<file path="config.mk">
export PLATFORM = sky130hd
export DESIGN_NAME = sop_lut_engine
export DESIGN_NICKNAME = d
export VERILOG_FILES = /design/src/rtl/sop_lut_engine.sv
export SDC_FILE = /design/constraint.sdc
export NUM_CORES = 1
export LEC_CHECK = 0
export CORE_AREA = 3 3 99 101
export CTS_BUF_LIST = sky130_fd_sc_hd__clkbuf_8
export CTS_CLUSTER_DIAMETER = 200
export DETAILED_ROUTE_END_ITERATION = 12
export DIE_AREA = 0 0 102 104
export PLACE_DENSITY = 0.59
export SETUP_SLACK_MARGIN = 0.15
export SYNTH_ARGS = -nofsm -noshare
export SYNTH_HDL_FRONTEND = slang
export SYNTH_SLANG_ARGS = --single-unit
</file>
<file path="constraint.sdc">
create_clock -name clk -period 2.3 [get_ports clk]
set_input_delay 0.46 -clock clk [delete_from_list [all_inputs] [get_ports clk]]
set_output_delay 0.46 -clock clk [all_outputs]
set_load 0.005 [all_outputs]
</file>
<file path="src/rtl/sop_lut_engine.sv">
// Registered sum-of-products engine: N_FUNC programmable minterm masks over N_IN
// inputs, single-cycle evaluation, and an exhaustive truth-table sweep with minterm counts.
module sop_lut_engine #(
  parameter int N_IN   = 4,
  parameter int N_FUNC = 2,
  parameter int SEL_W  = (N_FUNC > 1) ? $clog2(N_FUNC) : 1
) (
  input  logic                       clk,
  input  logic                       rst_n,
  input  logic                       cfg_we,
  input  logic [SEL_W-1:0]           cfg_sel,
  input  logic [(2**N_IN)-1:0]       cfg_data,
  output logic                       cfg_err,
  input  logic                       in_valid,
  output logic                       in_ready,
  input  logic [N_IN-1:0]            in_vec,
  output logic                       out_valid,
  output logic [N_FUNC-1:0]          out_y,
  output logic [N_IN-1:0]            out_idx,
  input  logic                       sweep_start,
  output logic                       sweep_busy,
  output logic                       sweep_done,
  output logic [N_FUNC*(N_IN+1)-1:0] sweep_cnt
);

  localparam int NT = 2**N_IN;
  localparam int CW = N_IN + 1;

  typedef enum logic [1:0] {IDLE, SWEEP, DONE} state_t;

  state_t            state, state_nx;
  logic [NT-1:0]     mask [N_FUNC];
  logic [N_IN-1:0]   idx;
  logic [N_IN-1:0]   eval_idx;
  logic [N_FUNC-1:0] eval_y;
  logic              accept, sweep_go, write_ok;

  always_comb begin
    in_ready   = (state == IDLE) && !sweep_start;
    accept     = in_valid && in_ready;
    sweep_go   = (state == IDLE) && sweep_start;
    write_ok   = cfg_we && in_ready && (32'(cfg_sel) < 32'(N_FUNC));
    sweep_busy = (state != IDLE);
    sweep_done = (state == DONE);
    // One lookup path shared by requests (IDLE) and the sweep walker (SWEEP).
    eval_idx   = (state == SWEEP) ? idx : in_vec;
    eval_y     = '0;
    for (int unsigned f = 0; f < N_FUNC; f++) begin
      eval_y[f] = mask[f][eval_idx];
    end
  end

  always_comb begin
    state_nx = state;
    case (state)
      IDLE:    if (sweep_start) state_nx = SWEEP;
      SWEEP:   if (idx == '1) state_nx = DONE;
      DONE:    state_nx = IDLE;
      default: state_nx = IDLE;
    endcase
  end

  always_ff @(posedge clk or negedge rst_n) begin
    if (!rst_n) state <= IDLE;
    else        state <= state_nx;
  end

  always_ff @(posedge clk or negedge rst_n) begin
    if (!rst_n) begin
      for (int unsigned f = 0; f < N_FUNC; f++) mask[f] <= '0;
      idx       <= '0;
      sweep_cnt <= '0;
      out_valid <= 1'b0;
      out_y     <= '0;
      out_idx   <= '0;
      cfg_err   <= 1'b0;
    end else begin
      cfg_err <= cfg_we && !write_ok;
      for (int unsigned f = 0; f < N_FUNC; f++) begin
        if (write_ok && (cfg_sel == SEL_W'(f))) mask[f] <= cfg_data;
      end

      out_valid <= 1'b0;
      if (accept || (state == SWEEP)) begin
        out_valid <= 1'b1;
        out_idx   <= eval_idx;
        out_y     <= eval_y;
      end

      if (sweep_go) begin
        idx       <= '0;
        sweep_cnt <= '0;
      end else if (state == SWEEP) begin
        // idx wraps to 0 after the last minterm; CW bits hold a count of 2**N_IN.
        idx <= idx + 1'b1;
        for (int unsigned f = 0; f < N_FUNC; f++) begin
          sweep_cnt[f*CW +: CW] <= sweep_cnt[f*CW +: CW] + CW'(eval_y[f]);
        end
      end
    end
  end

endmodule
</file>
Word-level counts from Yosys, hierarchy flattened --
Index checks and enable logic that the tools add are counted.
Cells by class: add/subtract/negate cells 3, $mul 0, div/mod/pow operators 0, order comparisons 1, eq/ne operators 5, shift-type cells 0, mux-type cells 13, bitwise operators 1, reduce and logical (&&, ||, !) cells 14
Operators with widths (count):
- 10-bit 2-to-1 mux | 2
- 4-bit 2-to-1 mux | 3
- 5-bit by 1-bit adder with 5-bit output | 2
- 1-bit binary-select mux with 4-bit select | 2
- 1-bit logical AND | 7
- 4-bit by 5-bit less-than comparator with 1-bit output, second input constant | 1
- 4-bit by 1-bit adder with 4-bit output, second input constant | 1
- 4-bit == test, second input constant | 1
- 2-bit 2-to-1 mux | 2
- 2-bit case mux with 2 select lines | 1
- 2-bit nonzero test | 2
- 1-bit 2-to-1 mux | 3
- 2-bit by 1-bit == test with 1-bit output, second input constant | 1
- 2-bit == test, second input constant | 1
- 1-bit zero test | 2
- 2-bit zero test | 1
- 2-bit by 1-bit != test with 1-bit output, second input constant | 1
- 2-bit != test, second input constant | 1
- 2-bit AND reduction | 1
- 1-bit logical OR | 1
- 1-bit inverter | 1
Word-level totals: bits in registers 56, latch bits 0, bits in writable memories 0, bits in read-only memories 0, input port bits 26, memories 0

Longest topological paths before layout --
Gate-level depths: netlist of the first run.
word-level depth 7, depth in mapped cells 13

Least setup slack after synthesis of the first run --
OpenSTA, ideal clock, no wires.
kind register -> register, start reg state[1], end reg sweep_cnt[2], library setup time 0.083 ns, arrival 2.207 ns, required time 2.217 ns, slack 0.010 ns, cell stages (with the launch flop) 13, buffers on the path 1, cell sequence dfrtp_1 nand2b_4 buf_6 mux2i_4 mux2i_1 o22ai_1 o21ai_0 nand2_1 ha_1 ha_1 o21ai_0 nand2_1 o21ai_0
On the way: longest elaborated chain between the ends 7, elaborated cells on any way between the ends 10, those cells by class add/sub: 1; eq/ne: 1; mux: 5; reduce/logical: 3
Ends and longest elaborated chain:
- from (decl) | RTL line 31 | state_t state, state_nx;
- from (signal assigned) | RTL line 65 | else state <= state_nx;
- 2-bit by 1-bit == test with 1-bit output | RTL line 46 | eval_idx = (state == SWEEP) ? idx : in_vec;
- 4-bit 2-to-1 mux | RTL line 46
- 1-bit binary-select mux with 4-bit select | RTL line 49 | eval_y[f] = mask[f][eval_idx];
- 1-bit 2-to-1 mux (not written as such) | RTL line 49
- net eval_y[0] | RTL line 35 | logic [N_FUNC-1:0] eval_y;
- 5-bit by 1-bit adder with 5-bit output | RTL line 97 | sweep_cnt[f*CW +: CW] <= sweep_cnt[f*CW +: CW] + CW'(eval_y[f]);
- 10-bit 2-to-1 mux | RTL line 93 | end else if (state == SWEEP) begin
- 10-bit 2-to-1 mux | RTL line 90 | if (sweep_go) begin
- to (signal, indexed assignment) | RTL line 97
- to (decl) | RTL line 23 | output logic [N_FUNC*(N_IN+1)-1:0] sweep_cnt
The timed path passes the listed nets, and every way through them passes these cells. The select of a mux whose other input is x is not followed. A chain may end at the register's enable or synchronous reset.

Worst setup path in the final report of the first run --
start reg state[1], end reg sweep_cnt[4]
Same word-level chain as after synthesis.

==> metrics.md, run 1 <==
| Metric | Value |
|---|---|
| Leading area contributor after synthesis | dfrtp_1 |
| Hold Crit Class | input port to asynchronous set/reset pin |
| Commonest non-fill, non-tap cell in the layout | dfrtp_1 |
| Root Driver | clkbuf_8 |
| F_max | 403 MHz |
| Crit Path Max Fanout | 6 |
| Setup violators final | 8 |
| Synth Instances | 228 |
| R2R Setup Slk | -0.18 ns |
| Worst flop-to-flop path endpoint | sweep_cnt[4] |
| Port Buffers | 46 |
| Final core area utilization | 41.9% |
| H-tree depth | 2 |
| Register area share after synthesis | 52.5% |
| CP Launch Point | state[1] |
| Syn-to-layout area delta | 42.8% |
| Max-slew violations | 0 |
| DRC viols | 0 |
| Most used DFF post-synth | dfrtp_1 |
| WP data required | 2.50 ns |
| HPWL after DPL | 4640 microns |
| Post-Route WL | 6440 microns |
| R2r startpoint | state[1] |
| Post-DR wirelength/cell | 15.1 microns |
| Post-Syn Nets | 259 |
| Nets | 344 |
| Worst-path clk slew | 0.10 ns |
| Max-cap violation count | 0 |
| Vias in the first global route | 2094 |
| Final worst-path cycle share | 108% |
| Die width | 102 microns |
| # hold bufs at CTS | 0 |
| Min Clock Period, post-route | 2.48 ns |
| Max Root-Sink Buffers | 2 |
| Final GP Congestion | 0.774 |
| Vias | 2110 |
| GR Util met1 | 16.4% |
| Most area-consuming cells after synthesis | dfrtp_1, mux2_2, nand2_1 |
| Yosys reg bits | 56 |
| Met2 Resource Use GR | 19.6% |
| RSZ-0062 raised after global routing | true |
| Antenna Cells | 0 |
| CTS tree | done |
| Leak | 1.65 nW |
| Critical path class | register to register |
| CP Capture Type | register |
| Global route overflow | 0 |
| Pwr Total | 5.01 mW |
| Status | finished with violations |
| Initial antenna violation count | 0 |
| Worst slew pin tran | 0.899 ns |
| Die H | 104 microns |
| Via density per instance | 4.96 |
| Starting density of the core | 29.3% |
| Clock sinks | 56 |
| Share of layout cells above drive strength 1 | 36.9% |
| Setup ws final | -0.184 ns |
| Post-synth top area share | 52.5% |
| First-pass GRT wire length | 10400 microns |
| Slew headroom | 39.8% |
| Antenna-violating nets left | 0 |
| Starting DRT DRC Count | 87 |
| Final hold violation count | 0 |
| Syn. warnings | 0 |
| Row count | 35 |
| Pin count of the biggest net entering global routing | 33 |
| Skew final | 0.00635 ns |
| Power Density | 1310 nW/um^2 |
| Worst Reg-to-Reg Cells | 12 |
| GR met3 Demand/Resource | 2.55% |
| Die area | 10600 sq um |
| GR Util All Layers | 12.2% |
| Synthesized cell area | 2670 sq um |
| Pre-Repair DR Iteration Count | 6 |
| Crit path arrival time | 2.68 ns |
| Total CTS buffers | 5 |
| Post-synth EDFFs | 0 |
| Commonest non-fill, non-tap cells in the layout | dfrtp_1, clkdlybuf4s50_1, mux2_2 |
| Startpoint Class | register |
| Clock latency on the worst-skew pair | 0.31 ns |
| GRT busiest layer | met2 |
| Mean Syn Cell Area | 11.7 sq um |
| Core region area | 9110 sq um |
| Failing checks | setup timing |
| Ys async rst share | 100% |
| Worst vdd ir | 414 uV |
| Post-synthesis cell type count | 37 |
| Ports | 47 |
## what timing repair did
item,4_1_cts,5_1_grt
gates resized for setup,17,20
setup buffers,12,4
setup endpoints to repair,12,12
gates cloned,0,1
pin swaps,12,8
## metrics by stage
stage               cells  hold slack (ns)  setup TNS (ns)  cell area (sq um)  setup slack, ns
CTS                   420            0.156          -0.517               3700           -0.135
global route          425            0.180           -1.81               3810           -0.313
finish                425            0.147          -0.852               3810           -0.184
detailed placement    400            0.475           -3.00               3440           -0.423
global placement      400            0.463           -2.81               3440           -0.411
floorplan             228            0.164               0               2700           0.0192
## synthesized netlist by cell type, drive strengths merged, types with 2 or more instances
cell type,instances
and4bb,2
a222oi,2
a31oi,8
buf,5
or2,2
o22ai,6
inv,3
nor2b,2
clkbuf,5
dfrtp,56
nor2,9
a211oi,4
nand2,30
mux2i,10
nand3,13
mux2,33
nor3,2
o21ai,14
a21oi,7
nand4,4
ha,5
## flip-flops by register name (all words and copies together), names as in the netlist
name,count
cfg_err,1
state,2
out_y,2
out_idx,4
idx,4
out_valid,1
sweep_cnt,10
mask,32
## layout make-up
type / instances / area, sq um
multi-input cells: 160 / 1330
flip-flops and latches: 56 / 1400
fillers: 868 / 5290
clock inverters: 2 / 11.3
repair buffers: 87 / 838
clock buffers: 6 / 82.6
inverters: 3 / 11.3
well taps: 111 / 139
## layer usage
| metal | share of wire (%) | up-vias | wire length (microns) |
|---|---|---|---|
| met5 | 0 | - | 0 |
| met2 | 49 | 53 | 3150 |
| met4 | 1.7 | 0 | 109 |
| met1 | 45 | 1047 | 2900 |
| li1 | - | 1002 | - |
| met3 | 4.4 | 8 | 283 |
## how the worst max path moves through the flow
| stage | slack, ns | endpoint | depth (start not counted) |
|---|---|---|---|
| 6_report | -0.18 | sweep_cnt[4] | 12 |
| 5_1_grt | -0.31 | sweep_cnt[7] | 12 |
| 4_1_cts | -0.14 | sweep_cnt[4] | 12 |
| 3_5_place_dp | -0.42 | sweep_cnt[9] | 12 |
| 3_3_place_gp | -0.41 | sweep_cnt[9] | 12 |
| 2_1_floorplan | 0.02 | sweep_cnt[9] | 12 |
## critical path, stage by stage, from the launching register on
cell and delay [ns]:
dfrtp_1 0.44, nand2b_4 0.21, buf_8 0.15, a31oi_4 0.24, o22ai_2 0.13, a222oi_1 0.39
nand2_1 0.16, nand2_2 0.11, ha_4 0.14, ha_4 0.12, nand4_1 0.12, nand3_1 0.10
o21ai_1 0.06
## where the power goes
group	internal [mW]	leakage (nW)	switching [mW]
registers	1.45	0.689	0.379
logic	1.53	0.911	1.10
clock network	0.241	0.0486	0.311
total	3.22	1.65	1.79
## cells by family (layout without fill, tap and decap cells)
| group | count (synthesis) | in the layout | synth area share, % |
|---|---|---|---|
| compound gates | 41 | 41 | 10.2 |
| fa+ha+maj | 5 | 5 | 2.34 |
| buf+inv | 13 | 98 | 3.00 |
| flops | 56 | 56 | 52.5 |
| mux | 43 | 44 | 18.3 |
| simple gates | 70 | 70 | 13.7 |
Power figures use the tool's default switching activity.
==> run 2: changes to the inputs <==
--- a/constraint.sdc
+++ b/constraint.sdc
@@ -3,2 +3,2 @@
 set_output_delay 0.46 -clock clk [all_outputs]
-set_load 0.005 [all_outputs]
+set_load 0.05 [all_outputs]
==> metrics.md, run 2 (synthesis gave the netlist of run 1 again) <==
| Metric | Value |
|---|---|
| CP max stage cell | dfrtp_1 |
| Ports | 47 |
| Post-Route WL | 6540 microns |
| Final core area utilization | 42.8% |
| Die area | 10600 sq um |
| Syn-to-layout area delta | 45.9% |
| H-tree depth | 2 |
| Hold Crit Class | register to register |
| CP Launch Point | state[1] |
| Critical path class | register to register |
| R2r startpoint | state[1] |
| Setup violators final | 6 |
| Crit path depth | 13 |
| Min Clock Period, post-route | 2.44 ns |
| WP data required | 2.54 ns |
| Status | finished with violations |
| Max-slew violations | 0 |
| Nets | 346 |
| Cell Chain, Critical Path | nand2b_4, buf_6, buf_4, mux2i_4, buf_4, nor3_1, nand2_1, buf_4, buf_6, buf_4, buf_4, buf_4, a31oi_1 |
| Crit-path max cell delay | 0.39 ns |
| Antenna Cells | 0 |
| FF+latch area | 1400 sq um |
| Starting density of the core | 29.3% |
| Initial antenna violation count | 0 |
| Slew headroom | 38.8% |
| Worst flop-to-flop path endpoint | out_y[1] |
| Final GP Congestion | 0.813 |
| DRC viols | 0 |
| Power Density | 1470 nW/um^2 |
| Port Buffers | 46 |
| Max Root-Sink Buffers | 2 |
| Pre-Repair DR Iteration Count | 4 |
| Setup ws final | -0.142 ns |
| Pre-CTS setup slack | -0.548 ns |
| Crit Path Max Fanout | 7 |
| Multi-input logic area | 1410 sq um |
| Worst vdd ir | 468 uV |
| Share of layout cells above drive strength 1 | 40.2% |
| First-pass GRT wire length | 10700 microns |
| Skew final | 0.00397 ns |
| Global route overflow | 0 |
| Cell mode on critical path | buf_4 |
| Vias | 2096 |
| R2R Setup Slk | -0.14 ns |
| RSZ-0062 raised after global routing | true |
| Final setup TNS | -0.336 ns |
| Worst-path clk slew | 0.10 ns |
| Worst Reg-to-Reg Cells | 13 |
| CP Capture Type | register |
| Biggest regs | mask: 32 flops, sweep_cnt: 10 flops |
| Worst setup endpoint | out_y[1] |
| Starting DRT DRC Count | 53 |
| Leak | 1.65 nW |
| Hold Slack | 0.487 ns |
| Post-DR wirelength/cell | 15.3 microns |
| Worst slew pin tran | 0.915 ns |
| Core region area | 9110 sq um |
| Crit path arrival time | 2.68 ns |
| Via density per instance | 4.91 |
| CP Buf/Inv Count | 8 |
| Clock latency on the worst-skew pair | 0.31 ns |
| Post-Place Cells | 403 |
| Final cell count without fillers | 427 |
| Final hold violation count | 0 |
| Pin count of the biggest net entering global routing | 32 |
| Commonest non-fill, non-tap cell in the layout | dfrtp_1 |
| Total CTS buffers | 5 |
| F_max | 409 MHz |
| Row count | 35 |
| Antenna-violating nets left | 0 |
| Failing checks | setup timing |
| CP delay by family, top | buffers and inverters |
| Max-cap violation count | 0 |
| # fillers | 857 |
| HPWL after DPL | 4790 microns |
| CTS tree | done |
| Root Driver | clkbuf_8 |
| GR Util All Layers | 12.5% |
| Largest Register | mask |
| Final worst-path cycle share | 106% |
| Die width | 102 microns |
| Largest register FFs | 32 |
| Clock sinks | 56 |
| Vias in the first global route | 2083 |
| Startpoint Class | register |
| Die H | 104 microns |
| Commonest non-fill, non-tap cells in the layout | dfrtp_1, clkdlybuf4s50_1, buf_4 |
[run 2: changes by cell type in the layout (fill, tap and decap cells not counted), sizes merged]
| cell | previous run | this run |
|---|---|---|
| buf | 42 | 46 |
| dlymetal6s2s | 1 | 0 |
| dlygate4sd3 | 0 | 1 |
| clkdlybuf4s50 | 42 | 40 |
[run 2: where the power goes]
group	internal, mW	switching, mW	total [mW]	leakage [nW]
logic	1.68	1.68	3.36	0.911
registers	1.45	0.380	1.83	0.689
clock network	0.241	0.319	0.560	0.0486
total	3.36	2.38	5.74	1.65
[run 2: through the flow]
step / instance area [sq um] / power (mW)
2_1_floorplan: 2710 / 3.54
3_3_place_gp: 3470 / 4.41
3_5_place_dp: 3470 / 4.48
4_1_cts: 3670 / 5.28
5_1_grt: 3900 / 6.13
6_report: 3900 / 5.74
[run 2: worst min path at each step]
stage                             from      endpoint  slack (ns)  depth (start not counted)
final                     sweep_cnt[4]  sweep_cnt[4]        0.49                          1
after global routing      sweep_cnt[4]  sweep_cnt[4]        0.51                          1
after CTS                        rst_n    out_idx[1]       0.006                          1
after detailed placement         rst_n    out_idx[1]        0.35                          1
after global placement           rst_n    out_idx[1]        0.35                          1
after floorplan                  rst_n       cfg_err        0.16                          0
[run 2: layout make-up]
cell class                      instances  share of cell area [%]
Multi-Input combinational cell        160                    36.2
Clock inverter                          2                   0.289
Timing Repair Buffer                   89                    21.6
Tap cell                              111                    3.56
Inverter                                3                   0.289
Sequential cell                        56                    36.0
Clock buffer                            6                    2.12
[run 2: worst reg2reg max path: cells and delay by family, from the launching register on]
family	cells	cell delay, ns
buffers and inverters	8	1.08
AO/OA/AOI/OAI	1	0.12
multiplexers	1	0.19
flip-flops	1	0.39
AND/OR/NAND/NOR	3	0.60
[run 2: repair_timing]
item                                    CTS  global route
gates resized for setup                  11            38
endpoints found under the setup margin   10            13
hold buffers                              0             1
setup buffers                            10             4
pin swaps                                12            19
gates cloned                              1             0
hold endpoints to repair                  0             2
[run 2: layer usage]
layer	vias to the layer above	GRT usage (%)	share of wire [%]
met5	-	0	0
met2	46	20.4	50
li1	1004	-	-
met3	8	3.22	3.6
met4	0	3.66	1.2
met1	1038	16.3	46
==> run 3: changes to the inputs <==
- REMOVE_ABC_BUFFERS: not set -> 1
==> metrics.md, run 3 (synthesis gave the netlist of run 1 again) <==
| Metric | Value |
|---|---|
| Status | finished with violations |
| Failing checks | setup timing |
| Final worst-path cycle share | 106% |
| Critical path class | register to register |
| Die H | 104 microns |
| H-tree depth | 2 |
| F_max | 410 MHz |
| RSZ-0062 raised after global routing | true |
| Max-cap violation count | 0 |
| Leak | 1.65 nW |
| R2r startpoint | state[1] |
| Nets | 348 |
| Root Driver | clkbuf_8 |
| Largest register FFs | 32 |
| Antenna Cells | 0 |
| CP Capture Type | register |
| Met2 Resource Use GR | 20.4% |
| Crit Path Max Fanout | 5 |
| Pin count of the biggest net entering global routing | 29 |
| Largest Register | mask |
| Final hold violation count | 0 |
| Min Clock Period, post-route | 2.44 ns |
| Die width | 102 microns |
| Total CTS buffers | 5 |
| Worst vdd ir | 502 uV |
| Slew headroom | 43.1% |
| Syn-to-layout area delta | 41.8% |
| Die area | 10600 sq um |
| Power Density | 1450 nW/um^2 |
| Starting DRT DRC Count | 62 |
| Worst-path clk slew | 0.10 ns |
| Final core area utilization | 41.6% |
| WP data required | 2.54 ns |
| Row count | 35 |
| Skew final | 0.00695 ns |
| Antenna-violating nets left | 0 |
| First-pass GRT wire length | 10100 microns |
| HPWL after DPL | 4550 microns |
| Worst Reg-to-Reg Cells | 13 |
| Vias | 2084 |
| Via density per instance | 4.87 |
| Worst flop-to-flop path endpoint | sweep_cnt[2] |
| Setup ws final | -0.140 ns |
| Biggest regs | mask: 32 flops, sweep_cnt: 10 flops |
| Port Buffers | 46 |
| Ports | 47 |
| GR met3 Demand/Resource | 2.35% |
| Clock latency on the worst-skew pair | 0.30 ns |
| # hold bufs at CTS | 0 |
| Crit path arrival time | 2.68 ns |
| DRC viols | 0 |
| R2R Setup Slk | -0.14 ns |
| Final GP Congestion | 0.790 |
| Final setup TNS | -0.579 ns |
| Max Root-Sink Buffers | 2 |
| Post-Route WL | 6280 microns |
| Initial antenna violation count | 0 |
| Starting density of the core | 29.3% |
| Worst slew pin tran | 0.850 ns |
| Core region area | 9110 sq um |
| Commonest non-fill, non-tap cells in the layout | dfrtp_1, clkdlybuf4s50_1, buf_4 |
| Max-slew violations | 0 |
| GRT busiest layer | met2 |
| GR Util met1 | 14.9% |
| Startpoint Class | register |
| Post-DR wirelength/cell | 14.7 microns |
| CTS tree | done |
| Share of layout cells above drive strength 1 | 37.2% |
| Setup violators final | 6 |
| GR Util All Layers | 11.8% |
| Vias in the first global route | 2126 |
| Hold Crit Class | input port to asynchronous set/reset pin |
| Global route overflow | 0 |
| Clock sinks | 56 |
| Pre-Repair DR Iteration Count | 5 |
| Commonest non-fill, non-tap cell in the layout | dfrtp_1 |
==> run 3: what timing repair did <==
action	4_1_cts	5_1_grt
pin swaps	11	5
setup endpoints to repair	11	11
gates cloned	1	0
buffers inserted	9	7
gates resized for setup	22	18
==> run 3: metal layers <==
layer	vias to the layer above	wire length [microns]
met5	-	0
met3	6	266
met2	43	3070
li1	1008	-
met1	1027	2880
met4	0	65
==> run 3: cell type report <==
class	instances	area [sq um]
tap	111	139
timing repair buffer	91	855
sequential	56	1400
clock buffer	5	68.8
multi-input combinational	160	1300
clock inverter	2	12.5
fill	880	5320
inverter	3	11.3
==> run 3: worst max-delay path by stage <==
stage                          from           end  slack [ns]  cells past startpoint
after floorplan            state[0]      mask[16]       -0.12                      5
after detailed placement  in_vec[0]  sweep_cnt[2]       -0.52                     11
final                      state[1]  sweep_cnt[2]       -0.14                     13
after global routing       state[1]  sweep_cnt[2]       -0.28                     13
after CTS                  state[1]  sweep_cnt[9]       -0.10                     12
after global placement    in_vec[0]  sweep_cnt[2]       -0.50                     11
==> run 3: power by group <==
part / internal [mW] / switching [mW]
logic: 1.59 / 1.59
clock network: 0.210 / 0.310
registers: 1.45 / 0.354
total: 3.24 / 2.26
==> run 3: stage by stage <==
| stage | setup WS (ns) | area, sq um | hold WS (ns) | std cells | total power, mW |
|---|---|---|---|---|---|
| after global placement | -0.501 | 3450 | 0.454 | 404 | 4.37 |
| final | -0.140 | 3790 | 0.106 | 428 | 5.50 |
| after floorplan | -0.120 | 2600 | 0.164 | 218 | 3.40 |
| after CTS | -0.102 | 3660 | 0.111 | 421 | 5.23 |
| after detailed placement | -0.517 | 3450 | 0.450 | 404 | 4.44 |
| after global routing | -0.277 | 3790 | 0.108 | 428 | 5.89 |
==> run 3: worst max-delay path, stage by stage (launching register included) <==
cell      delay, ns
dfrtp_1        0.42
nand2b_4       0.20
buf_6          0.12
mux2i_4        0.29
mux2i_1        0.25
o22ai_1        0.11
o21ai_2        0.21
nand2_2        0.10
ha_4           0.18
ha_4           0.16
buf_4          0.13
o21ai_2        0.09
nand2_1        0.06
o21ai_1        0.07
